**src/rtl/bp_pkg.sv**
```systemverilog
// Shared types and constants for the branch direction predictor.
package bp_pkg;

    typedef enum logic [1:0] {
        SNT = 2'b00,
        WNT = 2'b01,
        WT  = 2'b10,
        ST  = 2'b11
    } ctr_t;

    localparam int unsigned BP_IDX_W = 6;
    localparam int unsigned MP_CNT_W = 16;

    // The direction is the counter MSB: WT and ST predict taken.
    function automatic logic ctr_taken(input ctr_t c);
        return (c == WT) || (c == ST);
    endfunction

endpackage

```
**src/rtl/sat_counter2.sv**
```systemverilog
// Combinational next-state for one 2-bit saturating direction counter.
module sat_counter2
    import bp_pkg::*;
(
    input  ctr_t cur,
    input  logic taken,
    output ctr_t nxt
);

    always_comb begin
        nxt = cur;
        unique case (cur)
            SNT: nxt = taken ? WNT : SNT;
            WNT: nxt = taken ? WT  : SNT;
            WT:  nxt = taken ? ST  : WNT;
            ST:  nxt = taken ? ST  : WT;
            default: nxt = cur;
        endcase
    end

endmodule

```
**src/rtl/branch_predictor.sv**
```systemverilog
// Table of 2-bit counters predicting branch direction at fetch, trained at execute.
// Optional same-cycle update-to-fetch forwarding is enabled by defining BP_BYPASS_EN.
module branch_predictor
    import bp_pkg::*;
#(
    parameter int unsigned IDX_W = BP_IDX_W,
    parameter int unsigned PC_W  = 32
) (
    input  logic                clk,
    input  logic                rst_n,
    input  logic                fetch_valid,
    input  logic [PC_W-1:0]     fetch_pc,
    output logic                pred_taken,
    input  logic                upd_valid,
    input  logic [PC_W-1:0]     upd_pc,
    input  logic                upd_taken,
    input  logic                upd_pred,
    output logic                mispredict,
    output logic [MP_CNT_W-1:0] mp_count
);

    localparam int unsigned ENTRIES = 1 << IDX_W;

    logic [IDX_W-1:0]    fetch_idx;
    logic [IDX_W-1:0]    upd_idx;
    ctr_t                table_q [ENTRIES];
    ctr_t                table_d [ENTRIES];
    ctr_t                upd_cur;
    ctr_t                upd_nxt;
    logic                mp_now;
    logic                mispredict_d, mispredict_q;
    logic [MP_CNT_W-1:0] mp_count_d, mp_count_q;

    // Word-aligned PCs: low two bits and everything above the index are untagged.
    assign fetch_idx = fetch_pc[IDX_W+1:2];
    assign upd_idx   = upd_pc[IDX_W+1:2];

    logic unused_pc_bits;
    assign unused_pc_bits = ^{fetch_pc[PC_W-1:IDX_W+2], fetch_pc[1:0],
                              upd_pc[PC_W-1:IDX_W+2], upd_pc[1:0]};

    assign upd_cur = table_q[upd_idx];

    sat_counter2 u_upd_ctr (
        .cur   (upd_cur),
        .taken (upd_taken),
        .nxt   (upd_nxt)
    );

    always_comb begin
        table_d = table_q;
        if (upd_valid) begin
            table_d[upd_idx] = upd_nxt;
        end
    end

    always_comb begin
        pred_taken = 1'b0;
        if (fetch_valid) begin
            pred_taken = ctr_taken(table_q[fetch_idx]);
`ifdef BP_BYPASS_EN
            if (upd_valid && (upd_idx == fetch_idx)) begin
                pred_taken = ctr_taken(upd_nxt);
            end
`endif
        end
    end

    always_comb begin
        mp_now       = upd_valid & (upd_taken ^ upd_pred);
        mispredict_d = mp_now;
        mp_count_d   = mp_count_q;
        if (mp_now && (mp_count_q != '1)) begin
            mp_count_d = mp_count_q + MP_CNT_W'(1);
        end
    end

    always_ff @(posedge clk or negedge rst_n) begin
        if (!rst_n) begin
            for (int unsigned i = 0; i < ENTRIES; i++) begin
                table_q[i] <= WNT;
            end
            mispredict_q <= 1'b0;
            mp_count_q   <= '0;
        end else begin
            table_q      <= table_d;
            mispredict_q <= mispredict_d;
            mp_count_q   <= mp_count_d;
        end
    end

    assign mispredict = mispredict_q;
    assign mp_count   = mp_count_q;

endmodule

```
**config.mk**
```make
export PLATFORM = sky130hd
export DESIGN_NAME = branch_predictor
export DESIGN_NICKNAME = d
export VERILOG_FILES = /design/src/rtl/bp_pkg.sv /design/src/rtl/sat_counter2.sv /design/src/rtl/branch_predictor.sv
export SDC_FILE = /design/constraint.sdc
export NUM_CORES = 1
export LEC_CHECK = 0
export ABC_AREA = 1
export BUFFER_PORTS_ARGS = -buffer_cell sky130_fd_sc_hd__buf_2
export CAP_MARGIN = 20
export CORE_MARGIN = 2
export CORE_UTILIZATION = 63
export CTS_CLUSTER_SIZE = 12
export DETAILED_ROUTE_END_ITERATION = 6
export PLACE_DENSITY_LB_ADDON = 0.05
export SYNTH_ARGS = -nofsm -noshare
export SYNTH_HDL_FRONTEND = slang
export SYNTH_HIERARCHICAL = 1
export SYNTH_SLANG_ARGS = --single-unit
export TNS_END_PERCENT = 30
```
**constraint.sdc**
```tcl
create_clock -name clk -period 3.64 [get_ports clk]
set_clock_uncertainty 0.15 [all_clocks]
set_input_delay 0.728 -clock clk [delete_from_list [all_inputs] [get_ports clk]]
set_output_delay 0.728 -clock clk [all_outputs]
set_load 0.005 [all_outputs]
```
; Word-level counts from Yosys, hierarchy flattened
; Cells that the tools add are included.
[word_totals]
in_bits = 70
register_bits = 145
elab_cells = 99
out_inout_bits = 18
[classes]
eq_ne = 6
n_reduce_logical = 4
magnitude_cmp = 3
add_sub_neg = 1
n_bitwise = 4
mux = 15
[ops]
columns = op, count
row1 = $bwmux 128, 1
row2 = $bmux 2 s6, 2
row3 = $add 16x1->16 const B, 1
row4 = $ne 16x16->1 const B, 1
row5 = $ge 7x7->1 const B, 2
row6 = $mux 2, 7
row7 = $not 6->7, 2
row8 = $demux 2 s6, 1
row9 = $eq 2x2->1 const B, 4
row10 = $pmux 2 s4, 1
row11 = $lt 7x1->1 const B, 1
row12 = $mux 1, 3
row13 = $eq 2x1->1 const B, 1
row14 = $logic_and 1x1->1, 2
row15 = $logic_not 2->1, 1
row16 = $and 1x1->1, 1
row17 = $logic_or 1x1->1, 1
row18 = $xor 1x1->1, 1

; Logic depth before layout (Yosys ltp)
; Gate-level depths: netlist of the first run.
[logic_depth]
word_depth = 7
ltp_mapped = 18
depth_no_buf = 15

; Cells and area by module
; Netlist of the first run, hierarchy kept.
[modules_own_cells]
columns = module, area_each_um2, cells_each, seq_area_each_um2, instances
row1 = branch_predictor, 7592.3, 1016, 3708.6, 1
row2 = sat_counter2, 21.3, 5, 0.0, 1

; Least setup slack after synthesis of the first run
; No wires, ideal clock.
[synth_timing]
path_type = in2reg
start = input upd_pc[2]
end = register table_q[110] (netlist name)
required_time_ns = 3.411
path_slack_ns = 0.896
arrival_ns = 2.515
path_buffers = 3
path_stages = 17
setup_time_ns = 0.079
cell_sequence = buf_2 > inv_2 > nand3_1 > inv_2 > buf_2 > o2bb2ai_1 > nor2_1 > nand2_1 > nand2_1 > nand2_1 > nor2_1 > nand2_1 > nand2_1 > a21oi_1 > inv_1 > clkbuf_1 > o21ai_0
[synth_between]
elab_chain_cells = 7
elab_cells_between_ends = 15
cone_classes = order compare (2) / eq/ne (3) / mux (7) / bitwise (1) / reduce/logical (2)
[synth_lines]
columns = element, line_no
row1 = from (decl), branch_predictor.sv:15  ; input logic [PC_W-1:0] upd_pc,
row2 = $not 6->7 (implied by the code) (*), branch_predictor.sv:42  ; assign upd_cur = table_q[upd_idx];
row3 = $bmux 2 s6 (*), branch_predictor.sv:42
row4 = $mux 2 (implied by the code) (*) (2 in a row), branch_predictor.sv:42
row5 = named net upd_cur[1], branch_predictor.sv:28  ; ctr_t upd_cur;
row6 = $eq 2x2->1 (tied with other cells), sat_counter2.sv:12  ; unique case (cur)
row7 = $pmux 2 s4 (*), sat_counter2.sv:12
row8 = named net upd_nxt[0], branch_predictor.sv:29  ; ctr_t upd_nxt;
row9 = $bwmux 128 (*), branch_predictor.sv:53  ; table_d[upd_idx] = upd_nxt;
row10 = to (signal assigned), branch_predictor.sv:86  ; table_q <= table_d;
row11 = to (decl), branch_predictor.sv:26  ; ctr_t table_q [ENTRIES];
; The timed path passes the listed nets; every way through them passes the cells marked *. The select of a mux whose other input is x is not followed.
; A chain may end at the register's enable or synchronous reset.

; Worst setup path in the final report of the first run
[layout_timing]
start = input fetch_pc[2]
end = output pred_taken
[layout_between]
elab_chain_cells = 7
elab_cells_between_ends = 8
cone_classes = eq/ne (2) / mux (4) / bitwise (1) / reduce/logical (1)
[layout_lines]
columns = element, line_no
row1 = from (decl), branch_predictor.sv:12  ; input logic [PC_W-1:0] fetch_pc,
row2 = $not 6->7 (implied by the code) (*), branch_predictor.sv:60  ; pred_taken = ctr_taken(table_q[fetch_idx]);
row3 = $bmux 2 s6 (*), branch_predictor.sv:60
row4 = $mux 2 (implied by the code) (*) (2 in a row), branch_predictor.sv:60
row5 = $eq 2x2->1, bp_pkg.sv:16  ; return (c == WT) || (c == ST);
row6 = $logic_or 1x1->1 (*), bp_pkg.sv:16
row7 = $mux 1 (*), branch_predictor.sv:59  ; if (fetch_valid) begin
row8 = to (decl), branch_predictor.sv:13  ; output logic pred_taken,
; Every way passes the cells marked *; elsewhere a longest branch is shown, timed or not. The select of a mux whose other input is x is not followed.

==> results of run 1 <==
cell type report:
| class | instances | area share |
|---|---|---|
| inverters | 97 | 0.0419 |
| multi-input cells | 740 | 0.387 |
| repair buffers | 63 | 0.0494 |
| clock buffers | 18 | 0.0505 |
| well taps | 147 | 0.0212 |
| clock inverters | 14 | 0.0233 |
| flip-flops and latches | 145 | 0.426 |
critical path, cell delays in order:
cell	delay, ns
buf_2	0.22
inv_1	0.12
buf_4	0.30
nand2_1	0.09
nand3_1	0.08
nand3_1	0.13
nand2_1	0.13
nand2_1	0.06
nand3_1	0.08
nand3_1	0.06
a21oi_1	0.13
buf_2	0.12
layer usage:
metal | share of wire | up-vias | wire length, um
li1 | - | 3393 | -
met1 | 0.43 | 3355 | 9210
met2 | 0.45 | 368 | 9740
met3 | 0.099 | 48 | 2150
met4 | 0.024 | 0 | 512
met5 | 0 | - | 0
power by group through the flow:
| stage | clock network, mW | logic [mW] | registers, mW |
|---|---|---|---|
| after floorplan | 0 | 0.426 | 2.04 |
| after global placement | 0 | 0.647 | 2.07 |
| after detailed placement | 0 | 0.662 | 2.07 |
| after CTS | 1.91 | 0.666 | 2.05 |
| after global routing | 1.99 | 0.764 | 2.08 |
| final | 1.90 | 0.673 | 2.06 |
cells in the final DEF (no fill, tap or decap), types with 4 or more instances in the layout:
cell       instances
bufinv_16          4
inv_2             13
nand2_1          372
nor3_1             4
o22ai_1           24
nor2_1            51
o21ai_0          134
dfrtp_1           81
nand4_1            7
buf_4             25
o21ai_1           12
dfstp_2           64
nor2_2             6
buf_2             34
xnor2_1            7
inv_6              5
xor2_1             7
clkbuf_16         17
nor3_2             8
nand3_1           65
inv_1             84
a21oi_1           30
sequential cells by signal (all words and copies together) (netlist names):
register    flops
mispredict      1
table_q       128
mp_count       16
through the flow:
stage	area, um2	setup slack [ns]	cells
after detailed placement	8050	0.322	1192
after CTS	8700	0.558	1224
final	8700	0.489	1224
after floorplan	7610	0.896	1021
after global placement	8050	0.374	1192
after global routing	8700	0.360	1224
cells by family after synthesis:
kind of cell,count (synthesis),share of synthesized area
XOR/XNOR,14,0.0161
AND/OR/NAND/NOR,522,0.286
AO/OA/AOI/OAI,203,0.139
adder cells (fa/ha/maj),1,0.00164
flip-flops,145,0.487
buffers and inverters,136,0.0705
worst max-delay path by stage:
stage | to | cells after the start | slack (ns) | from
2_1_floorplan | table_q[110] | 17 | 0.90 | upd_pc[2]
3_3_place_gp | table_q[4] | 14 | 0.37 | upd_pc[2]
3_5_place_dp | table_q[96] | 15 | 0.32 | upd_pc[2]
4_1_cts | pred_taken | 12 | 0.56 | fetch_pc[2]
5_1_grt | pred_taken | 12 | 0.36 | fetch_pc[2]
6_report | pred_taken | 12 | 0.49 | fetch_pc[2]
==> summary.txt, run 1 <==
final hold vios: 0
switching share of total power: 0.282
P_int: 3.32 mW
f_max: 0.317 GHz
via count: 7164
die height: 114 um
met3 Use GR: 0.0887
Reg clk slew, reported paths: 0.06 ns
maximum fanout along the worst path: 22
HP Class: input pin to async pin
H-Tree Depth: 4
P_sw: 1.30 mW
cells after synthesis: 1021
count of different cell masters after synthesis: 29
fin crit period: 3.15 ns
status: completed
async set-reset flop share out of synthesis: 1.00
Clock Tree Buf Depth: 2
Nets: 1135
Startpoint Class: input pin
Ys Warns: 6
CP arrival: 2.27 ns
synthesized area: 7610 um2
Ant. Diodes: 0
endpoints failing setup: 0
Worst Setup End Kind: output pin
DRT Wirelength: 21.6 mm
number of global-route vias before repair: 6726
gr ovfl total: 0
Routability Congestion: 0.934
top cells by area, synth: dfrtp_1 (27%), dfstp_2 (22%), nand2_1 (18%)
drt first pass iters: 6
Mean Syn Cell Area: 7.46 um2
Final ANT Viol Nets: 0
synth-to-layout area growth: 14.2%
Core ar.: 11900 um2
vias per cell: 5.85
antenna violations before repair: 0
Pleak: 3.78 nW
main flop type after synthesis: dfrtp_1
met2 usage: 0.541
final worst path period share: 0.866
RSZ-0062 raised after global routing: false
worst setup path class: input pin to output pin
Starting Density: 0.639
Register-to-Register Path Depth: 14
Post-CTS Setup Inserts: 0
Reg-to-Reg End: table_q[53]
reg-to-reg slack, setup: 1.24 ns
power after layout: 4.63 mW
most area-hungry cell type in the Yosys netlist: dfrtp_1
#FFs+latches synth: 145
Post-synth EDFFs: 0
Multi-input gate area: 3370 um2
CP required: 2.76 ns
total track usage: 0.355
Ports: 88
IO Port Bufs: 35
PD cells: 532 nW/um2
layout cell share with drive strength beyond 1: 0.178
# clock sinks: 145
Reg power frac: 0.445
Num CTS Buffers: 17
Worst-Skew Late Latency: 0.43 ns
# resized after CTS: 0
TritonCTS clock tree: yes
root buffer cell: clkbuf_16
Worst R2R Start: table_q[14]
most common cell in the netlist: nand2_1
first-pass GRT wire length: 35.2 mm
# DRC: 0
Finished Core Util: 0.730
setup TNS: 0 ns
DRT iter0 DRCs: 853
cts hold-fix bufs: 0
hold slack: 0.131 ns
Die ar.: 13000 um2
Rows: 40
maximum capacitance violations: 0
VDD IR max: 0.000438 V
commonest cells in the synthesized netlist: nand2_1 (372), o21ai_0 (134), inv_1 (84)
Slew Limit Fails: 0
Comb pwr share: 0.145
sequential fraction of the synthesis area: 0.487
chip width: 114 um
register area: 3710 um2
post-detail-place hpwl: 14.2 mm
Clk pwr share: 0.410
Rel. slew slack: 0.524
WL/cell: 17.7 um
share of the synthesized area in the top cell type: 0.266
Filler Cells Inserted: 943
Least-Margin Pin Slew: 0.710 ns
largest net degree at the start of global routing: 81
met1 Use GR: 0.502
syn nets: 1092
GR peak layer: met2
(Power assumes the default switching activity.)
==> inputs of run 2 (changes only) <==
==> constraint.sdc (replaced) <==
create_clock -name clk -period 3.64 [get_ports clk]
set_clock_uncertainty 0.15 [all_clocks]
set_input_delay 0.182 -clock clk [delete_from_list [all_inputs] [get_ports clk]]
set_output_delay 0.182 -clock clk [all_outputs]
set_load 0.005 [all_outputs]
==> summary.txt, run 2 (synthesis gave the netlist of run 1 again) <==
die height: 114 um
Ports: 88
synth-to-layout area growth: 13.1%
Final ANT Viol Nets: 0
most frequent cells in the layout: nand2_1 (372), o21ai_0 (134), inv_1 (84)
Worst-Skew Late Latency: 0.44 ns
Least-Margin Pin Slew: 0.929 ns
Post-CTS Setup Inserts: 0
CP required: 3.83 ns
final hold vios: 8
Slew Limit Fails: 0
fin crit period: 2.63 ns
status: complete, but fails checks
VDD IR max: 0.000352 V
largest net degree at the start of global routing: 124
endpoints failing setup: 0
Comb pwr share: 0.150
post-detail-place hpwl: 13.9 mm
Nets: 1126
placed cell count: 1177
Rows: 40
vias per cell: 5.91
hold slack: -0.00663 ns
P_sw: 1.29 mW
Core ar.: 11900 um2
TritonCTS clock tree: yes
# clock sinks: 145
Reg clk slew, reported paths: 0.06 ns
P_int: 3.24 mW
PD cells: 527 nW/um2
DRT Wirelength: 22.1 mm
WL/cell: 18.2 um
Num CTS Buffers: 17
Clock Tree Buf Depth: 2
Worst Setup End Kind: flop
Starting Density: 0.639
final worst path period share: 0.723
IO Port Bufs: 35
RSZ-0062 raised after global routing: false
maximum capacitance violations: 0
Ant. Diodes: 0
gr ovfl total: 0
H-Tree Depth: 4
CP arrival: 2.82 ns
Pleak: 3.71 nW
Routability Congestion: 0.901
chip width: 114 um
Reg power frac: 0.453
switching share of total power: 0.285
violated checks: hold timing
worst setup path class: input pin to flop
# DRC: 0
total track usage: 0.357
antenna violations before repair: 0
number of flip-flops in the largest register: 128
# resized after CTS: 0
setup TNS: 0 ns
root buffer cell: clkbuf_16
Startpoint Class: input pin
HP Class: input pin to async pin
first-pass GRT wire length: 35.1 mm
DRT iter0 DRCs: 1050
number of global-route vias before repair: 6648
Rel. slew slack: 0.378
Die ar.: 13000 um2
f_max: 0.380 GHz
Layout Cells excl Fill: 1215
layout cell share with drive strength beyond 1: 0.166
maximum fanout along the worst path: 54
drt first pass iters: 6
via count: 7180
commonest non-fill, non-tap cell in the layout: nand2_1
Clk pwr share: 0.397
cts hold-fix bufs: 5
register name with the most flops: table_q
[run 2: routing by layer]
layer | part of all wire | vias up | track usage
met5 | 0 | - | 0
met1 | 0.42 | 3361 | 0.497
li1 | - | 3384 | -
met3 | 0.10 | 51 | 0.0951
met4 | 0.027 | 0 | 0.137
met2 | 0.45 | 384 | 0.538
[run 2: layout make-up]
cell class	instances	area, um2
well taps	147	184
repair buffers	54	382
inverters	97	364
flip-flops and latches	145	3710
clock buffers	19	443
multi-input cells	740	3370
clock inverters	13	159
fillers	950	3300
[run 2: critical path, cell delays in order]
cell and delay (ns):
dlygate4sd3_1 0.54, buf_2 0.18, nor3_2 0.70, nand2_1 0.17
nand2_1 0.10, nor2_1 0.06, nand2_1 0.09, inv_1 0.04
a21oi_1 0.21, inv_1 0.10, buf_12 0.20, o21ai_0 0.23
[run 2: worst paths after layout]
path	slack, ns	startpoint	end	cells after the start
worst max-delay path	1.01	upd_pc[6]	table_q[35]	12
worst min-delay path	-0.007	rst_n	table_q[33]	2
worst max register to register	1.15	table_q[14]	table_q[35]	14
worst min register to register	0.33	table_q[106]	table_q[106]	2
max in group asynchronous	2.26	rst_n	table_q[0]	4
min in group clk	0.03	upd_pc[5]	table_q[126]	4
[run 2: stage by stage]
step	setup WS, ns	instance area [um2]	utilization	hold WS (ns)	power [mW]
2_1_floorplan	1.44	7610	-	-0.264	2.47
3_3_place_gp	0.777	7930	0.666	0.282	2.71
3_5_place_dp	0.713	7930	0.666	0.280	2.73
4_1_cts	1.06	8580	0.720	0.00790	4.53
5_1_grt	0.853	8610	0.723	0.00404	4.72
6_report	1.01	8610	0.723	-0.00663	4.53
[run 2: power groups by stage]
stage          Clock (mW)  Sequential, mW  Combinational, mW
5_1_grt              1.88            2.08              0.766
3_5_place_dp            0            2.07              0.658
6_report             1.80            2.05              0.681
4_1_cts              1.81            2.05              0.668
3_3_place_gp            0            2.06              0.643
2_1_floorplan           0            2.04              0.426
==> inputs of run 3 (changes only) <==
Settings changed: ABC_AREA 1 to 0, CORE_UTILIZATION 63 to 53.
Clock period 3.64 ns to 2.4 ns, I/O delays scaled along.
==> summary.txt, run 3 <==
Num CTS Buffers: 17
top cells by area, synth: dfrtp_1 (26%), dfstp_2 (22%), mux2_2 (19%)
f_max: 0.353 GHz
count of different cell masters after synthesis: 55
Ys Warns: 6
register area: 3710 um2
Worst R2R Start: table_q[4]
most common cell in the netlist: mux2_2
Clock Tree Buf Depth: 2
placed cell count: 894
sequential fraction of the synthesis area: 0.482
TritonCTS clock tree: yes
fin crit period: 2.83 ns
syn nets: 676
violated checks: setup timing
CP arrival: 2.99 ns
crit-path cells: mux4_2, mux2i_1, buf_4, o22ai_1, or4_1, maj3_2, buf_12, mux2_4
chip width: 124 um
commonest non-fill, non-tap cell in the layout: buf_4
Routability Congestion: 0.876
Ports: 88
CP max-delay cell: or4_1
Filler Cells Inserted: 1068
Layout Cells excl Fill: 929
reg-to-reg slack, setup: -0.43 ns
number of flip-flops in the largest register: 128
Reg clk slew, reported paths: 0.06 ns
HP Class: input pin to async pin
most frequent cells in the layout: buf_4 (102), mux2_2 (101), dfrtp_1 (81)
status: complete, but fails checks
Rel. slew slack: 0.634
power after layout: 6.68 mW
WL/cell: 22.1 um
register name with the most flops: table_q
Worst-Skew Late Latency: 0.43 ns
Least-Margin Pin Slew: 0.549 ns
Multi-input gate area: 3900 um2
Worst Setup End Kind: flop
commonest cells in the synthesized netlist: mux2_2 (129), dfrtp_1 (81), dfstp_2 (64)
Die ar.: 15500 um2
die height: 124 um
total track usage: 0.275
Core ar.: 14400 um2
CP peak stage delay: 0.53 ns
maximum fanout along the worst path: 36
final worst path period share: 1.18
#FFs+latches synth: 145
synthesized area: 7690 um2
antenna violations before repair: 0
layout cell share with drive strength beyond 1: 0.560
largest family of logic cells by synthesized area: multiplexers
Synth Area in Compound Gates: 0.0392
post-detail-place hpwl: 14.6 mm
share of the synthesized area in the top cell type: 0.263
Reg-to-Reg End: table_q[71]
gr ovfl total: 0
# clock sinks: 145
Final ANT Viol Nets: 0
Finished Core Util: 0.666
IO Port Bufs: 35
mux share of post-synthesis cell area: 0.329
Ant. Diodes: 0
hold slack: 0.0701 ns
vias per cell: 5.95
maximum capacitance violations: 0
main flop type after synthesis: dfrtp_1
DRT iter0 DRCs: 414
Post-DP Area: 8850 um2
synth-to-layout area growth: 24.5%
CP bufs+invs: 2
async set-reset flop share out of synthesis: 1.00
# DRC: 0
design area: 9580 um2
XOR/XNOR share of the synthesized area: 0.0171
via count: 5527
Synth Area in Simple Gates: 0.100
first-pass GRT wire length: 32.6 mm
Starting Density: 0.535
cells after synthesis: 605
largest net degree at the start of global routing: 53
RSZ-0062 raised after global routing: true
cell family with most CP delay: multiplexers
final hold vios: 0
Nets: 803
Post-synth EDFFs: 0
VDD IR max: 0.000573 V
Rows: 44
CP required: 2.55 ns
Register-to-Register Path Depth: 8
root buffer cell: clkbuf_16
Synth Area in Adders: 0.00455
Mean Syn Cell Area: 12.7 um2
drt first pass iters: 4
DRT Wirelength: 20.5 mm
endpoints failing setup: 129
H-Tree Depth: 4
PD cells: 697 nW/um2
setup TNS: -41.48 ns
Startpoint Class: flop
worst setup path class: flop to flop
Post-CTS Setup Inserts: 0
Pleak: 4.31 nW
most area-hungry cell type in the Yosys netlist: dfrtp_1
pre-CTS setup slack: -0.714 ns
number of global-route vias before repair: 5924
Slew Limit Fails: 0
post-layout worst setup margin: -0.434 ns
## run 3: how the worst max path moves through the flow
| stage | cells past startpoint | endpoint | from | slack, ns |
|---|---|---|---|---|
| 5_1_grt | 8 | table_q[107] | table_q[114] | -0.49 |
| 4_1_cts | 8 | table_q[71] | table_q[4] | -0.44 |
| 3_5_place_dp | 9 | table_q[71] | upd_pc[3] | -0.71 |
| 2_1_floorplan | 12 | table_q[106] | upd_pc[3] | -0.23 |
| 3_3_place_gp | 9 | table_q[7] | upd_pc[3] | -0.67 |
| 6_report | 8 | table_q[71] | table_q[4] | -0.43 |
## run 3: kinds of logic (layout without fill, tap and decap cells)
group                      Yosys count  after routing
and+or+nand+nor                    164            164
AOI/OAI and AO/OA                   42             42
xor gates and xnor gates            15             15
buffers and inverters               46            186
muxes                              190            190
DFF                                145            145
adders and majority gates            3              3
## run 3: layout make-up
type                    instances  share of cell area
multi-input cells             414               0.407
flip-flops and latches        145               0.387
repair buffers                149               0.121
clock buffers                  19              0.0452
well taps                     184              0.0240
clock inverters                13              0.0132
inverters                       5             0.00196
## run 3: metal layers
metal	GRT usage	up-vias	share of wire
li1	-	2474	-
met1	0.382	2869	0.46
met2	0.432	138	0.46
met3	0.0498	46	0.046
met4	0.110	0	0.032
met5	0	-	0
## run 3: what timing repair did
item / in CTS / in global routing
gates resized for setup: 13 / 22
gates cloned: 0 / 0
pin swaps: 4 / 2
hold endpoints to repair: 81 / 0
hold buffers: 3 / 0
endpoints found under the setup margin: 129 / 129
## run 3: power breakdown
| group | switching, mW | internal, mW | total, mW |
|---|---|---|---|
| combinational | 0.529 | 0.607 | 1.14 |
| sequential | 0.181 | 2.82 | 3.01 |
| clock | 1.09 | 1.45 | 2.54 |
